### src/rtl/pwm_pkg.sv
// Shared constants and helpers for the multi-channel PWM block.
package pwm_pkg;

  localparam logic MODE_EDGE   = 1'b0;
  localparam logic MODE_CENTER = 1'b1;

  typedef enum logic {
    DIR_UP   = 1'b0,
    DIR_DOWN = 1'b1
  } dir_t;

  // Width of a selector over n items, never narrower than one bit.
  function automatic int sel_width(input int n);
    return (n > 1) ? $clog2(n) : 1;
  endfunction

endpackage

### src/rtl/btn_debounce.sv
// Samples a raw button on each debounce tick and emits a one-clock pulse per rising edge.
module btn_debounce (
  input  logic clk,
  input  logic rst_n,
  input  logic btn,
  input  logic tick,
  output logic press
);

  logic s1;
  logic s2;

  always_ff @(posedge clk or negedge rst_n) begin
    if (!rst_n) begin
      s1 <= 1'b0;
      s2 <= 1'b0;
    end else if (tick) begin
      s1 <= btn;
      s2 <= s1;
    end
  end

  assign press = s1 & ~s2 & tick;

endmodule

### src/rtl/pwm_multi_channel.sv
// NUM_CH-channel PWM with a shared edge/centre-aligned counter and button-driven duty
// registers that are shadowed into the compare stage only at frame boundaries.
module pwm_multi_channel
  import pwm_pkg::*;
#(
  parameter int NUM_CH    = 4,
  parameter int PERIOD    = 10,
  parameter int CNT_W     = 8,
  parameter int STEP      = 1,
  parameter int DUTY_INIT = 5,
  parameter int DEB_DIV   = 2
) (
  input  logic                         clk,
  input  logic                         rst_n,
  input  logic                         en,
  input  logic                         mode,
  input  logic                         btn_inc,
  input  logic                         btn_dec,
  input  logic [sel_width(NUM_CH)-1:0] ch_sel,
  output logic [NUM_CH-1:0]            pwm_out,
  output logic [CNT_W-1:0]             duty_q,
  output logic                         period_tick
);

  localparam int               SEL_W  = sel_width(NUM_CH);
  localparam int               DIV_W  = sel_width(DEB_DIV);
  localparam logic [CNT_W-1:0] TOP    = CNT_W'(PERIOD - 1);
  localparam logic [CNT_W-1:0] FULL   = CNT_W'(PERIOD);
  localparam logic [CNT_W-1:0] STEP_C = CNT_W'(STEP);
  localparam logic [CNT_W-1:0] INIT_C = CNT_W'(DUTY_INIT);

  logic [DIV_W-1:0] div;
  logic             tick;
  logic             inc_press;
  logic             dec_press;
  logic [CNT_W-1:0] cnt;
  dir_t             dir;
  logic             mode_act;
  logic             boundary;
  logic             shadow_load;
  logic [CNT_W-1:0] duty_pend [NUM_CH];
  logic [CNT_W-1:0] duty_act  [NUM_CH];

  // Duty is kept within 0..PERIOD, so the subtraction below cannot underflow.
  function automatic logic [CNT_W-1:0] sat_inc(input logic [CNT_W-1:0] d);
    return (d >= FULL - STEP_C) ? FULL : d + STEP_C;
  endfunction

  function automatic logic [CNT_W-1:0] sat_dec(input logic [CNT_W-1:0] d);
    return (d <= STEP_C) ? '0 : d - STEP_C;
  endfunction

  assign tick = (div == DIV_W'(DEB_DIV - 1));

  always_ff @(posedge clk or negedge rst_n) begin
    if (!rst_n)    div <= '0;
    else if (tick) div <= '0;
    else           div <= div + 1'b1;
  end

  btn_debounce u_deb_inc (
    .clk   (clk),
    .rst_n (rst_n),
    .btn   (btn_inc),
    .tick  (tick),
    .press (inc_press)
  );

  btn_debounce u_deb_dec (
    .clk   (clk),
    .rst_n (rst_n),
    .btn   (btn_dec),
    .tick  (tick),
    .press (dec_press)
  );

  assign boundary    = (mode_act == MODE_EDGE) ? (cnt == TOP)
                                               : (dir == DIR_DOWN && cnt == '0);
  assign shadow_load = !en || boundary;

  // Both boundary paths leave dir at DIR_UP, so a mode change always starts a clean up-count.
  always_ff @(posedge clk or negedge rst_n) begin
    if (!rst_n) begin
      cnt         <= '0;
      dir         <= DIR_UP;
      mode_act    <= MODE_EDGE;
      period_tick <= 1'b0;
    end else begin
      period_tick <= en & boundary;
      if (shadow_load) mode_act <= mode;
      if (!en) begin
        cnt <= '0;
        dir <= DIR_UP;
      end else if (mode_act == MODE_EDGE) begin
        dir <= DIR_UP;
        cnt <= boundary ? '0 : cnt + 1'b1;
      end else if (dir == DIR_UP) begin
        if (cnt == TOP) dir <= DIR_DOWN;
        else            cnt <= cnt + 1'b1;
      end else begin
        if (cnt == '0)  dir <= DIR_UP;
        else            cnt <= cnt - 1'b1;
      end
    end
  end

  always_ff @(posedge clk or negedge rst_n) begin
    if (!rst_n) begin
      for (int i = 0; i < NUM_CH; i++) begin
        duty_pend[i] <= INIT_C;
        duty_act[i]  <= INIT_C;
      end
      pwm_out <= '0;
    end else begin
      for (int i = 0; i < NUM_CH; i++) begin
        if (ch_sel == SEL_W'(i)) begin
          if (inc_press && !dec_press)      duty_pend[i] <= sat_inc(duty_pend[i]);
          else if (dec_press && !inc_press) duty_pend[i] <= sat_dec(duty_pend[i]);
        end
        if (shadow_load) duty_act[i] <= duty_pend[i];
        pwm_out[i] <= en & (cnt < duty_act[i]);
      end
    end
  end

  // Out-of-range selections match no channel and read back as zero.
  always_comb begin
    duty_q = '0;
    for (int i = 0; i < NUM_CH; i++) begin
      if (ch_sel == SEL_W'(i)) duty_q = duty_pend[i];
    end
  end

endmodule
### config.mk
export PLATFORM = sky130hd
export DESIGN_NAME = pwm_multi_channel
export DESIGN_NICKNAME = d
export VERILOG_FILES = /design/src/rtl/pwm_pkg.sv /design/src/rtl/btn_debounce.sv /design/src/rtl/pwm_multi_channel.sv
export SDC_FILE = /design/constraint.sdc
export NUM_CORES = 1
export LEC_CHECK = 0
export CORE_ASPECT_RATIO = 0.5
export CORE_MARGIN = 2
export CORE_UTILIZATION = 60
export CTS_BUF_LIST = sky130_fd_sc_hd__clkbuf_4
export CTS_CLUSTER_SIZE = 10
export DETAILED_ROUTE_END_ITERATION = 8
export DONT_BUFFER_PORTS = 1
export GPL_TIMING_DRIVEN = 0
export HOLD_SLACK_MARGIN = 0.06
export PLACE_DENSITY = 0.76
export SETUP_SLACK_MARGIN = 0.5
export SLEW_MARGIN = 20
export SYNTH_ARGS = -nofsm -noshare
export SYNTH_HDL_FRONTEND = slang
export SYNTH_SLANG_ARGS = --single-unit
### constraint.sdc
create_clock -name clk -period 5.9 [get_ports clk]
set_input_delay 0.885 -clock clk [delete_from_list [all_inputs] [get_ports clk]]
set_output_delay 0.885 -clock clk [all_outputs]
set_load 0.01 [all_outputs]
# --- Word-level counts from Yosys, hierarchy flattened ---
# Index checks and enable logic that the tools add are counted.
totals:
  reg_bits: 84
  elab_cells: 106
  out_inout_bits: 13
  in_bits: 8
classes:
  n_bitwise: 11
  mux: 33
  n_reduce_logical: 15
  eq_ne: 6
  addsub: 11
  n_lt_le_gt_ge: 12
ops:
  columns: ["operator", "n"]
  rows:
  - ["8-bit two-way mux", 26]
  - ["8-bit by 1-bit adder with 8-bit output, second input constant", 5]
  - ["8-bit by 1-bit subtractor with 8-bit output, second input constant", 5]
  - ["8-bit by 4-bit greater-or-equal comparator with 1-bit output, second input constant", 4]
  - ["8-bit by 1-bit less-or-equal comparator with 1-bit output, second input constant", 4]
  - ["8-bit less-than comparator", 4]
  - ["2-bit AND reduction", 5]
  - ["1-bit bitwise AND", 9]
  - ["8-bit by 4-bit == test with 1-bit output, second input constant", 1]
  - ["8-bit zero test", 1]
  - ["4-bit != test, second input constant", 2]
  - ["1-bit two-way mux", 7]
  - ["2-bit == test, second input constant", 2]
  - ["1-bit logical AND", 3]
  - ["1-bit zero test", 3]
  - ["2-bit by 1-bit == test with 1-bit output, second input constant", 1]
  - ["2-bit zero test", 1]
  - ["1-bit inverter", 2]
  - ["2-bit nonzero test", 1]
  - ["1-bit adder, second input constant", 1]
  - ["1-bit logical OR", 1]

# --- Longest topological paths before layout ---
depth:
  word_depth: 7
  depth_mapped: 9
  ltp_nobuf: 8

# --- By module ---
# From an unflattened synthesis, not the netlist that was laid out.
hier_totals:
  hier_cells: 528
  area_unflattened_um2: 5301.3
modules_own_cells:
  columns: ["module", "cells_per_inst", "instances", "area_each_um2", "seq_area_each_um2"]
  rows:
  - ["pwm_multi_channel", 518, 1, 5136.2, 2021.9]
  - ["btn_debounce", 5, 2, 82.6, 50.0]

# --- Worst setup path before layout ---
# OpenSTA, ideal clock, no wires.
synth_path:
  path_kind: "input -> output"
  start: "in ch_sel[0]"
  end: "out duty_q[7]"
  slack_ps: 3338
  t_required_ps: 5015
  arrival_ps: 1677
  cell_stages: 2
  n_path_buf: 1
  cell_sequence: "buf_4 -> mux4_1"
synth_between:
  elab_chain_len: 5
  elab_cells_between_ends: 8
  cone_classes: "eq/ne: 3; mux: 4; reduce/logical: 1"
synth_lines:
  columns: ["item", "line_no", "text"]
  rows:
  - ["start: declaration", "pwm_multi_channel.sv:19", "input logic [sel_width(NUM_CH)-1:0] ch_sel,"]
  - ["2-bit zero test", "pwm_multi_channel.sv:130", "if (ch_sel == SEL_W'(i)) duty_q = duty_pend[i];"]
  - ["8-bit two-way mux (3 in a row)", "pwm_multi_channel.sv:130", null]
  - ["8-bit two-way mux *", "pwm_multi_channel.sv:130", null]
  - ["end: declaration", "pwm_multi_channel.sv:21", "output logic [CNT_W-1:0] duty_q,"]
# Every way passes the cells marked *; elsewhere a longest branch is shown, timed or not.

# --- Worst setup path in the final report ---
layout_path:
  start: "in ch_sel[1]"
  end: "out duty_q[6]"
# The elaborated chain is that of the path after synthesis.

==> results.cfg <==
[pwr]
combPwrFrac = 0.413
seqPwrFrac = 0.442
clock_power_share = 0.146
leakagePower_nw = 2.60
p_switching_uw = 969
switching_share = 0.415
peakVddDrop_v = 0.000195
intPower_mw = 1.36
p_total_mw = 2.33
power_density_nw_per_um2 = 414

[floorplan]
die_h_um = 70.8
die_w_um = 138
top_level_ports = 21
rows = 24
start_util = 0.617
coreArea_um2 = 8680
die-area_um2 = 9740

[critical_path]
critPathRequiredTime_ps = 5020
cp_top_family = multiplexers
slowest_delay_ps = 450
worstPathMaxFanout = 10
crit_type = input pin to output port
startpoint_type = input pin
arrival_ps = 1740
crit_buf_inv = 1
crit_path_top_delay_cell = mux4_2
crit_chain = buf_1 -> mux4_2
regToRegSetupSlack_ps = 3350
end_kind = output port

[timing]
rsz0062_at_grt = false
slew_headroom = 0.360
period_minus_slack_ps = 2620
hold_violations = 0
setup_ws_ps = 3280
hold_slack_ps = 114
max_freq_mhz = 381
skew_ps = 11.1
finalSetupViolCount = 0
finalCritPeriodShare = 0.445
fin_tns_setup_ps = 0
drv_slew = 0
tightest_slew_ps = 952

[detailed_routing]
drt-pass1-iter-count = 5
postRouteAntennaNets = 0
via_per_inst = 6.26
avgRoutedWirePerCell_um = 18.3
drc_errors = 0
drt-total-wl_mm = 12.2
vias = 4166
drt_iter0_drc = 326

[logic_synthesis]
seq_area_frac_synth = 0.396
async_flop_share = 1.00
avgSynthCellArea_um2 = 10.1
netlist_area_um2 = 5350
synth_cell_types = 66
synthesis.nets = 585
syn_inst = 532
synth-main-ff-cell = dfrtp_1
ys_warn_count = 0
ys_ff_latch = 84
synth_edf_count = 0

[run_status]
status = finished clean

[grt]
grt_usage = 0.272
grt_pass1_vias = 3944
grt_max_degree = 85
antenna_found_initial = 0
overflow = 0
grt_pass1_wl_mm = 20.1

[placement]
dpl.cell_count = 649
place.gp.congestion = 0.957
dp.final_hpwl_mm = 8.56
post-place-ws_ps = 3280
io_buffers = 0

[clock_network]
h-tree-depth = 3
clock_latency_ps = 450
cts_tree = yes
cts_buffers = 9
clkSinkCount = 84
cts-hold-fix-buffers = 0
clockBufferDepth = 2
postCtsSetupBuffers = 0
clockRootBuffer = clkbuf_4
clk_pin_slew_worst_paths_ps = 130
cts_resized = 0

[finish]
nFillCells = 711
syn2layout_area_growth_pct = 5.26
diodes = 0
layout-drive-gt1-share = 0.150
fin_nets = 596
final_cells = 665

[hold_path]
min_path_type = input pin to asynchronous set/reset pin

[job]
maxCapViolations = 0
-- cell type report --
cell class / instances / area [µm²] / share of cell area
multi-input combinational: 377 / 2900 / 0.515
clock buffer: 11 / 82.6 / 0.0147
sequential: 84 / 2120 / 0.377
tap: 117 / 146 / 0.0260
buffer: 21 / 144 / 0.0255
inverter: 50 / 188 / 0.0333
clock inverter: 5 / 52.6 / 0.00933
-- cell usage after synthesis (12+ instances only) --
library cell,instances,area [µm²]
nand2_1,32,120
nor3_1,12,60.1
nor2_1,29,109
a21oi_1,31,155
dfstp_2,16,420
a31oi_1,14,87.6
dfrtp_1,68,1700
mux2_2,13,146
inv_1,50,188
ha_1,45,563
mux2_1,17,191
o21ai_0,36,180
-- worst reg2reg max path, stage by stage, from the launching register on --
cell	delay (ps)
dfrtp_1	470
inv_1	80
nor3b_1	220
ha_1	320
nor3b_1	730
nand2_1	260
o41ai_1	370
-- power by group through the flow --
| stage | sequential (mW) | clock (mW) | combinational [mW] |
|---|---|---|---|
| 2_1_floorplan | 0.950 | 0 | 0.771 |
| 3_3_place_gp | 1.03 | 0 | 0.912 |
| 3_5_place_dp | 1.04 | 0 | 0.946 |
| 4_1_cts | 1.02 | 0.346 | 0.952 |
| 5_1_grt | 1.06 | 0.370 | 1.09 |
| 6_report | 1.03 | 0.339 | 0.962 |
-- through the flow --
stage | utilization | area (µm²)
after floorplan | - | 5350
after global placement | 0.634 | 5500
after detailed placement | 0.634 | 5500
after CTS | 0.649 | 5640
after global routing | 0.649 | 5640
final | 0.649 | 5640
-- cell families after synthesis --
group / count (synthesis) / share of synthesized area
muxes: 47 / 0.114
AOI/OAI and AO/OA: 137 / 0.163
and+or+nand+nor: 143 / 0.151
buffers and inverters: 71 / 0.0619
DFF: 84 / 0.396
adders and majority gates: 45 / 0.105
xor gates and xnor gates: 5 / 0.00818
-- state kept, by name (all words and copies together) (netlist names) --
signal / count
duty_act: 32
u_deb_dec.s1: 1
u_deb_dec.s2: 1
u_deb_inc.s2: 1
mode_act: 1
div: 1
cnt: 8
period_tick: 1
pwm_out: 4
u_deb_inc.s1: 1
dir: 1
duty_pend: 32
-- placed cells by master, fill, tap and decap left out, types with 5 or more instances in the layout --
cell,synthesis,routed
clkbuf_1,9,9
mux2_1,17,17
nor4_1,6,6
dfstp_2,16,16
a21oi_1,31,31
nand2_1,32,32
buf_6,7,7
nand3b_1,7,7
clkbuf_4,0,11
ha_1,45,45
nor2_1,29,29
and3_1,5,5
nor3b_1,6,6
nor3_1,12,12
or4_1,6,6
nand2b_1,6,6
a21o_1,9,9
mux4_2,7,7
o41ai_1,5,5
mux2_2,13,13
o21ai_1,8,8
or2_2,5,5
mux2i_1,9,9
a31oi_1,14,14
o21ai_0,36,36
inv_1,50,50
dfrtp_1,68,68
nand3_1,6,6
-- layer usage --
layer  track usage  part of all wire  vias to the layer above
met4        0.0630             0.011                        0
met1         0.388              0.47                     2071
met5             0                 0                        -
li1              -                 -                     1961
met2         0.418              0.45                      118
met3        0.0724             0.062                       16
-- worst paths after layout --
check / startpoint / cells past startpoint / to
max: ch_sel[1] / 2 / duty_q[6]
min: rst_n / 0 / duty_pend[9]
max reg2reg: div / 6 / duty_pend[21]
min reg2reg: duty_act[22] / 1 / duty_act[22]
max in group asynchronous: rst_n / 0 / duty_act[26]
min in group clk: duty_act[22] / 1 / duty_act[22]
Note: power is estimated with default switching activity, not from simulation.
==> variant 1, RTL diff (same flow settings) <==
The output `period_tick` loses its register stage (`period_tick` becomes a continuous assignment).
--- a/src/rtl/pwm_multi_channel.sv
+++ b/src/rtl/pwm_multi_channel.sv
@@ -84,9 +84,7 @@
       cnt         <= '0;
       dir         <= DIR_UP;
       mode_act    <= MODE_EDGE;
-      period_tick <= 1'b0;
     end else begin
-      period_tick <= en & boundary;
       if (shadow_load) mode_act <= mode;
       if (!en) begin
         cnt <= '0;
@@ -103,6 +101,8 @@
       end
     end
   end
+
+  assign period_tick = en & boundary;
 
   always_ff @(posedge clk or negedge rst_n) begin
     if (!rst_n) begin
Check against the original RTL: not equivalent (a bounded check fails within 10 cycles, from zero or initial values and one cycle with rst_n low).
==> variant 1 against the original RTL <==
- global-route usage decreased by 0.61 points
- power decreased by 3.9%
- synthesized area decreased by 0.47%
- critical path depth increased by 4
- largest cell class unchanged
- combinational power is 0.9% lower
- critical endpoint is now period_tick
- highest routed layer unchanged
- cell area fell by 1.2%
- fmax down 11%
- sequential cell count fell by 1
- worst setup slack worse by 0.32 ns
- die area shrank 0.45%
- clock skew is 0.0015 ns lower
- wire length fell by 4.2%
- via count shrank 1.8%
==> variant 1: results (changes against the original RTL) <==
| Item | This run | Unit | vs unedited |
|---|---|---|---|
| Outcome | completed | - |  |
| Clk sink count | 83 | - | -1.2% |
| Clock distribution area overhead in the final layout | 1.641 | % | -0.76 points |
| Number of clock buffers in the layout | 9 | - | -2 |
| Share of cells above drive strength 1 | 13.92 | % | -1.0 points |
| Static Leakage | 0.002566 | uW | -1.4% |
| Fraction of standard cell area in multi-input logic | 52.10 | % | +0.64 points |
| Synthesized-area fraction occupied by adder cells | 10.57 | % | +0.049 points |
| Area share of buffers outside the clock network | 2.585 | % | +0.032 points |
| Synth cell count leaders | dfrtp_1 (67), inv_1 (50), ha_1 (45), o21ai_0 (36), nand2_1 (32) | - |  |
| Number of global-route vias before repair | 3915 | - | -0.74% |
| Met3 layer usage reported by global route | 6.738 | % | -0.50 points |
| Net count reported at finish | 595 | - | -0.17% |
| Sequential power share | 45.5 | % | +1.3 points |
| Data arrival time of the critical path | 2.06 | ns | +0.32 ns |
| Global-route usage over all layers | 26.55 | % | -0.61 points |
| Slew of the pin with the lowest slew margin | 0.9639 | ns | +0.01178 ns |
| Cell area after placement | 0.005475 | mm^2 | -0.46% |
| Slowest-stage cell, CP | dfrtp_1 | - |  |
| Syn_nets | 584 | - | -0.17% |
| Power in the clock group | 268 | uW | -21% |
| Total met3 wirelength after detailed routing | 741 | um | -1.1% |
| Cell-internal power | 1296 | uW | -5.0% |
| Compound-gate portion of the synthesized area | 16.39 | % | +0.077 points |
| Detailed-route wire length | 11640 | um | -4.2% |
| Routed wire length on met2 | 5074 | um | -8.2% |
| VDD IR-drop max | 176.6 | uV | -9.4% |
| Multiplexer share of the synthesized area | 11.48 | % | +0.054 points |
| FF-to-FF setup slack | 3.38 | ns | +0.03 ns |
-- variant 1: cell count changes after synthesis --
| cell | before | now |
|---|---|---|
| dfrtp_1 | 68 | 67 |
-- variant 1: metrics by stage --
stage / hold slack (ns) / util, % / cells / total power [uW] / setup WS [ns]
detailed placement: 0.4767 / 63.09 / 648 / 1963 / 3.268
global placement: 0.4682 / 63.09 / 648 / 1933 / 3.273
CTS: 0.08546 / 64.14 / 663 / 2235 / 2.938
finish: 0.1248 / 64.14 / 663 / 2241 / 2.959
global route: 0.06882 / 64.14 / 663 / 2434 / 2.796
floorplan: 0.4581 / - / 531 / 1714 / 3.338
-- variant 1: worst paths after layout --
path | cells after the start | endpoint | from
max reg2reg | 6 | duty_pend[21] | div
min reg2reg | 1 | duty_act[5] | duty_act[5]
max | 6 | period_tick | cnt[1]
max in group asynchronous | 0 | duty_act[26] | rst_n
min | 0 | duty_pend[9] | rst_n
min in group clk | 1 | duty_act[5] | duty_act[5]
==> variant 2, RTL diff (config.mk and constraints unchanged) <==
Made on the original files. Change the parameter `CNT_W` from 8 to 7.
--- a/src/rtl/pwm_multi_channel.sv
+++ b/src/rtl/pwm_multi_channel.sv
@@ -5,7 +5,7 @@
 #(
   parameter int NUM_CH    = 4,
   parameter int PERIOD    = 10,
-  parameter int CNT_W     = 8,
+  parameter int CNT_W     = 7,
   parameter int STEP      = 1,
   parameter int DUTY_INIT = 5,
   parameter int DEB_DIV   = 2
Ports: changed (resized duty_q); port bits go from 21 to 20. The function was not compared with the original's and may differ.
==> variant 2 against the original RTL <==
- sequential cell count fell by 9
- synthesized area shrank 11%
- sequential share of layout area down 0.50 points
- wire length shrank 8.2%
- cell area decreased by 9.4%
- power down 19%
- worst setup slack got worse by 0.069 ns
- synthesized cell count decreased by 5.8%
- core utilization up 3.0 points
==> variant 2: results (changes against the original RTL) <==
| Item | This run | Unit | vs unedited |
|---|---|---|---|
| Share of cells above drive strength 1 | 12.93 | % | -2.0 points |
| Worst-path clk slew | 0.13 | ns | about the same |
| Final estimated routing congestion in global placement | 0.8820 | - | -7.8% |
| Placed instance count | 609 | - | -6.2% |
| Setup slack at placement | 3.183 | ns | -0.09303 ns |
| Number of global-route vias before repair | 3709 | - | -6.0% |
| Number of warning messages in the yosys log | 0 | - | unchanged |
| Final clock skew | 0.01771 | ns | +0.006587 ns |
| Data arrival time of the critical path | 1.81 | ns | +0.07 ns |
| Critical Path Max Stage Delay | 0.68 | ns | +0.23 ns |
| Destination of the worst register-to-register timing path | duty_pend[26] | - |  |
| Global-route wire length before repair | 18550 | um | -7.7% |
| Number of instances in the synthesized netlist | 501 | - | -5.8% |
| Average vias per placed instance | 6.268 | - | about the same |
| Master cell of the clock root buffer | clkbuf_4 | - |  |
| Count of different cell masters after synthesis | 70 | - | +6.1% |
| Largest cells by area after synthesis | dfrtp_1 (31%), ha_1 (10%), dfstp_2 (8.8%), o21ai_0 (5.6%), inv_1 (3.7%) | - |  |
| Clk Latency, worst-skew pair | 0.45 | ns | about the same |
| VDD IR-drop max | 231.8 | uV | +19% |
| Global-route usage over all layers | 28.29 | % | +1.1 points |
| Detailed-route wire length | 11150 | um | -8.2% |
| Slowest-stage cell, CP | mux4_1 | - |  |
| # Post-CTS Setup Buffers | 0 | - | unchanged |
| Cell area after placement | 0.004911 | mm^2 | -11% |
| Time the worst path needs with I/O delays and setup | 2.693 | ns | +0.06941 ns |
| Regs by FF count | duty_act (28), duty_pend (28), cnt (7) | - |  |
| Last element of the critical path | duty_q[4] | - |  |
| Met1 WL | 5438 | um | -5.3% |
| Net count reported at finish | 561 | - | -5.9% |
| Outcome | completed | - |  |
| Launch point of the critical path | ch_sel[0] | - |  |
| FF-to-FF setup slack | 3.45 | ns | +0.10 ns |
| Routed wire length on met2 | 4856 | um | -12% |
| Pin count of the biggest net entering global routing | 76 | - | -11% |
| # fillers | 612 | - | -14% |
| Cell-internal power | 1174 | uW | -14% |
| Share of synthesized area occupied by flip-flops and latches | 39.72 | % | +0.082 points |
| Synth cell count leaders | dfrtp_1 (59), o21ai_0 (53), inv_1 (47), ha_1 (40), o21ai_1 (27) | - |  |
| Static Leakage | 0.002263 | uW | -13% |
| Hold Slack | 0.1170 | ns | +0.002643 ns |
| Post-detailed-route wirelength per cell | 17.81 | um | -2.5% |
| CTS H-tree lvls | 3 | - | unchanged |
| HPWL after detailed placement | 7767 | um | -9.2% |
| Number of design-rule violations left by the first detailed-router iteration | 308 | - | -5.5% |
| Slew of the pin with the lowest slew margin | 0.9190 | ns | -0.03317 ns |
| TritonCTS Buffers | 9 | - | unchanged |
| Syn_nets | 549 | - | -6.2% |
[variant 2: cell types whose count changed after synthesis, sizes merged, moves of 9 or more]
| cell | unedited run | this run |
|---|---|---|
| nor2 | 30 | 19 |
| nand2 | 32 | 22 |
| mux2 | 30 | 10 |
| o21ai | 46 | 81 |
| dfrtp | 68 | 59 |
[variant 2: routing by layer]
layer	up-vias	track usage [%]
met5	-	0
met4	0	7.124
met3	13	7.791
met2	116	43.26
met1	1936	39.90
li1	1859	-
[variant 2: cell type report]
cell class	instances	area, um^2	area share [%]
Inverter	47	176.4	3.456
Clock buffer	11	82.58	1.618
Tap cell	108	135.1	2.647
Sequential cell	75	1897	37.16
Buffer	26	131.4	2.574
Multi-Input combinational cell	353	2571	50.37
Clock inverter	5	101.3	1.985
Timing Repair Buffer	1	10.01	0.1961
[variant 2: timing repair]
action | 4_1_cts | 5_1_grt
endpoints found under the hold margin | 0 | 10
hold buffers | 0 | 1
resized for setup | 0 | 0
[variant 2: cell families (layout without fill, tap and decap cells)]
| kind of cell | Yosys count | after routing | synth area share, % |
|---|---|---|---|
| AO/OA/AOI/OAI | 176 | 176 | 23.11 |
| AND/OR/NAND/NOR | 114 | 114 | 13.28 |
| flip-flops | 75 | 75 | 39.72 |
| buffers and inverters | 73 | 90 | 6.445 |
| adder cells (fa/ha/maj) | 40 | 40 | 10.48 |
| multiplexers | 19 | 19 | 6.235 |
| XOR/XNOR | 4 | 4 | 0.7337 |
[variant 2: power by group through the flow]
stage               sequential, uW  clock (uW)  combinational [uW]
finish                         842         415                 637
global route                   859         440                 726
CTS                            834         421                 630
detailed placement             845           0                 623
global placement               840           0                 604
floorplan                      779           0                 508
